--- config.mk ---
export PLATFORM = sky130hd
export DESIGN_NAME = imem_dmem_arbiter
export DESIGN_NICKNAME = d
export VERILOG_FILES = /design/src/rtl/mem_arb_pkg.sv /design/src/rtl/imem_dmem_arbiter.sv
export SDC_FILE = /design/constraint.sdc
export NUM_CORES = 1
export LEC_CHECK = 0
export ABC_AREA = 1
export ABC_CLOCK_PERIOD_IN_PS = 1500
export BUFFER_PORTS_ARGS = -buffer_cell sky130_fd_sc_hd__buf_2
export CORE_AREA = 2 2 108 110
export CTS_CLUSTER_DIAMETER = 120
export DETAILED_ROUTE_END_ITERATION = 8
export DIE_AREA = 0 0 110 112
export HOLD_SLACK_MARGIN = 0.02
export RECOVER_POWER = 25
export SLEW_MARGIN = 20
export SYNTH_ARGS = -nofsm -noshare
export SYNTH_HDL_FRONTEND = slang
export SYNTH_SLANG_ARGS = --single-unit
--- constraint.sdc ---
create_clock -name clk -period 1.5 [get_ports clk]
set_input_delay 0.15 -clock clk [delete_from_list [all_inputs] [get_ports clk]]
set_output_delay 0.15 -clock clk [all_outputs]
set_load 0.005 [all_outputs]
--- src/rtl/mem_arb_pkg.sv ---
// Shared types for the instruction/data memory arbiter.
package mem_arb_pkg;

  typedef enum logic {S_IDLE, S_WAIT} arb_state_t;
  typedef enum logic {OWN_IF, OWN_LS} arb_owner_t;

  localparam logic [3:0] BE_FULL = 4'hF;

endpackage

--- src/rtl/imem_dmem_arbiter.sv ---
// Single-port memory arbiter shared by the fetch unit (IF) and the load/store
// unit (LS). One access outstanding at a time, fixed memory read latency.
// LS has priority; after STARVE_MAX back-to-back LS grants with IF waiting,
// IF wins once. A pipeline redirect (if_flush) drops the pending fetch reply.
//
//   state  | meaning
//   -------+---------------------------------------------------------------
//   S_IDLE | no access in flight; arbitrate and issue to memory this cycle
//   S_WAIT | access in flight; counting down the memory latency
module imem_dmem_arbiter
  import mem_arb_pkg::*;
#(
  parameter int MEM_LAT    = 1,
  parameter int STARVE_MAX = 4
) (
  input  logic        clk,
  input  logic        rst_n,
  input  logic        if_req,
  input  logic [31:0] if_addr,
  input  logic        if_flush,
  output logic        if_gnt,
  output logic        if_rvalid,
  output logic [31:0] if_rdata,
  input  logic        ls_req,
  input  logic        ls_we,
  input  logic [31:0] ls_addr,
  input  logic [31:0] ls_wdata,
  input  logic [3:0]  ls_be,
  output logic        ls_gnt,
  output logic        ls_rvalid,
  output logic [31:0] ls_rdata,
  output logic        mem_req,
  output logic        mem_we,
  output logic [31:0] mem_addr,
  output logic [31:0] mem_wdata,
  output logic [3:0]  mem_be,
  input  logic [31:0] mem_rdata
);

  localparam int CW = $clog2(MEM_LAT + 1);
  localparam int SW = $clog2(STARVE_MAX + 1);

  arb_state_t  state;
  arb_owner_t  owner;
  logic          we_q;
  logic [CW-1:0] cnt;
  logic [SW-1:0] streak;
  logic          drop_q;
  logic          rsp_q;
  logic [31:0]   rdata_q;
  logic          grant;

  // Grant selection: LS first unless IF has waited through a full LS streak.
  always_comb begin
    ls_gnt = 1'b0;
    if_gnt = 1'b0;
    if (state == S_IDLE) begin
      if (ls_req && (!if_req || (streak < SW'(STARVE_MAX)))) ls_gnt = 1'b1;
      else if (if_req)                                       if_gnt = 1'b1;
    end
  end

  assign grant = if_gnt | ls_gnt;

  // Memory issue port: driven from the winner in the grant cycle, zero otherwise.
  always_comb begin
    mem_req   = grant;
    mem_we    = ls_gnt & ls_we;
    mem_addr  = 32'h0;
    mem_wdata = 32'h0;
    mem_be    = 4'h0;
    if (ls_gnt) begin
      mem_addr  = ls_addr;
      mem_wdata = ls_wdata;
      mem_be    = ls_be;
    end else if (if_gnt) begin
      mem_addr  = if_addr;
      mem_be    = BE_FULL;
    end
  end

  // Access sequencer: latch owner on grant, count latency, capture read data.
  always_ff @(posedge clk or negedge rst_n) begin
    if (!rst_n) begin
      state   <= S_IDLE;
      owner   <= OWN_IF;
      we_q    <= 1'b0;
      cnt     <= '0;
      rsp_q   <= 1'b0;
      rdata_q <= 32'h0;
    end else begin
      rsp_q <= 1'b0;
      if (state == S_IDLE) begin
        if (grant) begin
          state <= S_WAIT;
          owner <= ls_gnt ? OWN_LS : OWN_IF;
          we_q  <= ls_gnt & ls_we;
          cnt   <= CW'(MEM_LAT);
        end
      end else begin
        cnt <= cnt - CW'(1);
        if (cnt == CW'(1)) begin
          rdata_q <= we_q ? 32'h0 : mem_rdata;
          rsp_q   <= 1'b1;
          state   <= S_IDLE;
        end
      end
    end
  end

  // Starvation streak: counts LS grants taken while IF was also asking.
  always_ff @(posedge clk or negedge rst_n) begin
    if (!rst_n) begin
      streak <= '0;
    end else if (ls_gnt) begin
      streak <= if_req ? streak + SW'(1) : '0;
    end else if (if_gnt) begin
      streak <= '0;
    end
  end

  // Drop flag: any flush from the IF grant up to the reply kills that reply.
  always_ff @(posedge clk or negedge rst_n) begin
    if (!rst_n) begin
      drop_q <= 1'b0;
    end else if (grant) begin
      drop_q <= if_gnt & if_flush;
    end else begin
      drop_q <= drop_q | if_flush;
    end
  end

  // A flush in the reply cycle itself must also suppress the pulse.
  assign if_rvalid = rsp_q && (owner == OWN_IF) && !drop_q && !if_flush;
  assign ls_rvalid = rsp_q && (owner == OWN_LS);
  assign if_rdata  = rdata_q;
  assign ls_rdata  = rdata_q;

endmodule

---- After elaboration in Yosys (flattened, before gate mapping) ----
Cells that the tools add are included.
word-level totals
  bits in registers ....................... 41
  input port bits ......................... 138
  output and inout bits ................... 138
  logic and storage cells ................. 53
operators by class
  $add $sub $neg .......................... 2
  order comparisons ....................... 1
  multiplexer cells ....................... 23
  bitwise operators ....................... 6
  reduce and logical (&&, ||, !) cells .... 13
operators with widths
  kind                                                number
  two-way mux 32 bit                                  4
  two-way mux 1 bit                                   14
  two-way mux 3 bit                                   3
  two-way mux 4 bit                                   2
  logical AND 1 bit                                   5
  AND reduction 2 bit                                 2
  nonzero test 2 bit                                  2
  adder 3 x 1 -> 3 bit (second input constant)        1
  logical NOT 1 bit                                   3
  less-than comparator 3 bit (second input constant)  1
  AND 1 bit                                           2
  inverter 1 bit                                      2
  bitwise OR 1 bit                                    2
  logical OR 1 bit                                    1
  subtractor 1 bit (second input constant)            1

---- Depth between registers and ports, before layout ----
  depth after elaboration ................. 8
  mapped depth ............................ 5
  gate-level depth less buffers ........... 5

---- Worst setup path after synthesis ----
No wires, ideal clock.
  path type ............................... register to output
  start ................................... register streak[2]
  end ..................................... output mem_be[0]
  arrival ................................. 1.024 ns
  required time ........................... 1.350 ns
  slack ................................... 0.326 ns
  cell stages (with the launch flop) ...... 6
  path buffers ............................ 0
  cell sequence ........................... dfrtp_1 nand2_2 nand2_2 nor2_1 nand2_1 nand2_1
between the ends
  elaborated cells between the ends (all ways) .. 9
  those cells by class .................... order compare: 1; mux: 6; reduce/logical: 2
RTL lines
  what                        RTL line                  source
  start, declared             imem_dmem_arbiter.sv:47   logic [SW-1:0] streak;
  start signal, assigned      imem_dmem_arbiter.sv:116  streak <= if_req ? streak + SW'(1) : '0;
  less-than comparator 3 bit  imem_dmem_arbiter.sv:58   if (ls_req && (!if_req || (streak < SW'(STARVE_MAX)))) ls_gnt = 1'b1;
  logical OR 1 bit            imem_dmem_arbiter.sv:58
  logical AND 1 bit           imem_dmem_arbiter.sv:58
  two-way mux 1 bit           imem_dmem_arbiter.sv:58
  two-way mux 1 bit           imem_dmem_arbiter.sv:57   if (state == S_IDLE) begin
  via ls_gnt                  imem_dmem_arbiter.sv:29   output logic ls_gnt,
  two-way mux 4 bit           imem_dmem_arbiter.sv:72   if (ls_gnt) begin
  end, declared               imem_dmem_arbiter.sv:36   output logic [3:0] mem_be,
The timed path passes the listed nets, and every way through them passes these cells.

---- Worst setup path in the final report ----
  start ................................... register state
  end ..................................... output mem_addr[24]
between the ends
  longest elaborated chain between the ends .. 3
  elaborated cells between the ends (all ways) .. 4
  those cells by class .................... mux: 4
RTL lines
  what                    RTL line                  source
  start, declared         imem_dmem_arbiter.sv:43   arb_state_t state;
  start signal, assigned  imem_dmem_arbiter.sv:85   state <= S_IDLE;
  start signal, assigned  imem_dmem_arbiter.sv:95   state <= S_WAIT;
  start signal, assigned  imem_dmem_arbiter.sv:105  state <= S_IDLE;
  two-way mux 1 bit       imem_dmem_arbiter.sv:57
  two-way mux 32 bit      imem_dmem_arbiter.sv:76   end else if (if_gnt) begin
  two-way mux 32 bit (*)  imem_dmem_arbiter.sv:72
  end, declared           imem_dmem_arbiter.sv:34   output logic [31:0] mem_addr,
Every way passes the cells marked *; elsewhere a longest branch is shown, timed or not.

==> flow_metrics.tcl <==
set metrics [dict create \
    status "finished, violations left" \
    violations "negative setup slack" \
    port_buffers 275 \
    core_um2 11170 \
    crit_arrival_ps 1410 \
    globalRouteTotalUtil_pct 14.67 \
    h-tree-depth 2 \
    ys_seq_area_share_pct 37.17 \
    min_period_over_period_pct 104.0 \
    antennaDiodeCount 0 \
    critical_path_buf_inv_count 3 \
    rows 39 \
    place_worst_setup_slack_ps 210.1 \
    dr.pass1.iters 5 \
    synthArstFlopShare_pct 100.0 \
    clk_pin_slew_worst_paths_ps 60 \
    post_synth_instance_area_um2 2760 \
    worstSetupPathType "flip-flop to output port" \
    rsz0062_at_grt "yes" \
    grt_pass1_vias 3150 \
    synthFlopType "dfrtp_1" \
    power_density_nw_per_um2 1540 \
    via_count 3472 \
    drc 0 \
    worstMarginPinSlew_ps 908.3 \
    ys_seq_elements 41 \
    synth_most_common_cell "nand2_1" \
    yosysWarnings 0 \
    worstPathMaxFanout 8 \
    setup_viol 40 \
    crit_start "state$_DFF_PN0_" \
    met2_length_mm 5.128 \
    synth_top_area_cell "dfrtp_1" \
    cpLargestDelayFamily "flip-flops" \
    yosys-top-cells-count "119 x nand2_1, 43 x inv_1, 41 x dfrtp_1, 37 x nor2_1, 33 x nand3_1" \
    synthCells 412 \
    root_buffer "clkbuf_16" \
    grt_overflow 0 \
    start_kind "flip-flop" \
    grt_start_max_net_pins 67 \
    finalPower_w 0.007026 \
    die-height_um 112 \
    ir_drop_mv 0.6207 \
    drt_iter0_drc 147 \
    leakagePower_nw 2.856 \
    cts_buffer_depth 2 \
    yosys.area.top_type_share_pct 37.17 \
    cpPeakStageDelay_ps 440 \
    final_nets 794 \
    dp_cells 780 \
    highest_layer "met4" \
    drt_wl_total_mm 9.702 \
    min_period_ps 1560 \
    start_util_pct 24.70 \
    reg2reg_slack_ps 310 \
    ios 276 \
    hold_slack_ps 107.3 \
    slew_viol_final 0 \
    via_per_inst 4.345 \
    syn_nets 551 \
    netlist_top_cells_area "dfrtp_1 37%, nand2_1 16%, buf_4 8.7%" \
    fin_cells 799 \
    clk_latency_ps 280 \
    timing.fmax_mhz 641.0 \
    hpwlAfterDp_mm 7.108 \
    wl_met3_um 610 \
    fin_util_pct 40.84 \
    drive_gt1_share_pct 50.46 \
    cp_data_required_time_ps 1350 \
    place_congestion 0.8252 \
    grt_first_pass_wirelength_mm 14.60 \
    antenna_left 0 \
    wire_per_inst_um 12.14 \
    cap_violations 0 \
    maxSlewHeadroom_pct 39.45 \
    cts_tree "yes" \
    slowest_stage "dfrtp_2" \
    yosysUniqueCellTypes 19 \
    postSynthAreaPerCell_um2 6.699 \
    layout_setup_ws_ps -60.17 \
    r2r-start "state$_DFF_PN0_" \
    area_growth_pct 65.32 \
    die_w_um 110 \
    clock_sinks 41 \
    synth_edf_count 0 \
    dieArea_um2 12320 \
    hold_viol 0 \
    hold_path_class "primary input to flip-flop" \
    hold_start "mem_rdata[28]" \
    cp_cell_sequence "nor2_4 > buf_6 > clkbuf_16 > nand3_2 > nand2_1 > buf_2" \
    cts-buffers-inserted 5 \
    wl_met1_mm 3.897 \
    antenna_found_initial 0 \
    end_kind "output port" \
    fin_skew_ps 5.299 \
]
-- sequential cells by signal (all words and copies together), names as in the netlist --
register and count:
state 1, we_q 1, drop_q 1, streak 3, cnt 1, owner 1, rsp_q 1, if_rdata 32
-- layer usage --
layer	vias to the layer above	global-route usage, %
met5	-	0
met4	0	3.376
met3	5	2.225
met2	139	27.24
met1	1565	17.37
li1	1763	-
-- where the power goes --
part	switching (W)	internal (W)
Clock	0.000414	0.000829
Sequential	0.000352	0.00161
Combinational	0.00202	0.00180
-- layout by cell type (no fill, tap or decap), types with 7 or more instances in the layout --
cell | synthesis | final
nand3_1 | 33 | 21
nand2_1 | 119 | 112
inv_1 | 43 | 42
dfrtp_1 | 41 | 40
o21ai_0 | 28 | 28
clkbuf_16 | 0 | 7
nand2_2 | 2 | 8
buf_2 | 15 | 273
nor2_1 | 37 | 36
buf_4 | 32 | 7
nand3_2 | 1 | 13
o21ai_1 | 10 | 10
nand4_1 | 32 | 32
-- worst paths after layout --
kind	end	depth (start not counted)
max	mem_addr[24]	6
min	if_rdata[28]$_DFFE_PN0P_	3
max reg2reg	if_rdata[10]$_DFFE_PN0P_	4
min reg2reg	streak[1]$_DFFE_PN0P_	2
max in group asynchronous	state$_DFF_PN0_	3
min in group asynchronous	if_rdata[27]$_DFFE_PN0P_	3
-- through the flow --
step                      area [um^2]  TNS [ps]
after floorplan                  2760         0
after global placement           4095         0
after detailed placement         4095         0
after CTS                        4399    -756.3
after global routing             4563     -5269
final                            4563    -817.4
-- repair_timing --
item,in CTS,in global routing
setup endpoints to repair,70,71
pin swaps,2,17
hold endpoints to repair,41,0
hold buffers,1,0
resized for setup,8,24
buffers inserted,4,2
gates cloned,2,2
-- worst register-to-register path, stage by stage (launching register included) --
cell and delay [ps]:
dfrtp_2 440, buf_4 150, nand2_2 70, buf_12 240, o21ai_0 170
-- cell families (layout without fill, tap and decap cells) --
logic type                 Yosys count  count (layout)  share of synthesized area [%]
DFF                                 41              41                          37.17
adders and majority gates            1               1                         0.4532
and+or+nand+nor                    227             227                          36.17
buffers and inverters              105             349                          19.31
AOI/OAI and AO/OA                   38              38                          6.890
-- cell type report --
type                    instances  area (um^2)
multi-input cells             266         1295
inverters                      44        167.7
flip-flops and latches         41         1027
clock inverters                 2        37.54
clock buffers                   6        138.9
well taps                     143        178.9
repair buffers                297         1718
fillers                      1161         6611
Note: power is estimated with default switching activity, not from simulation.
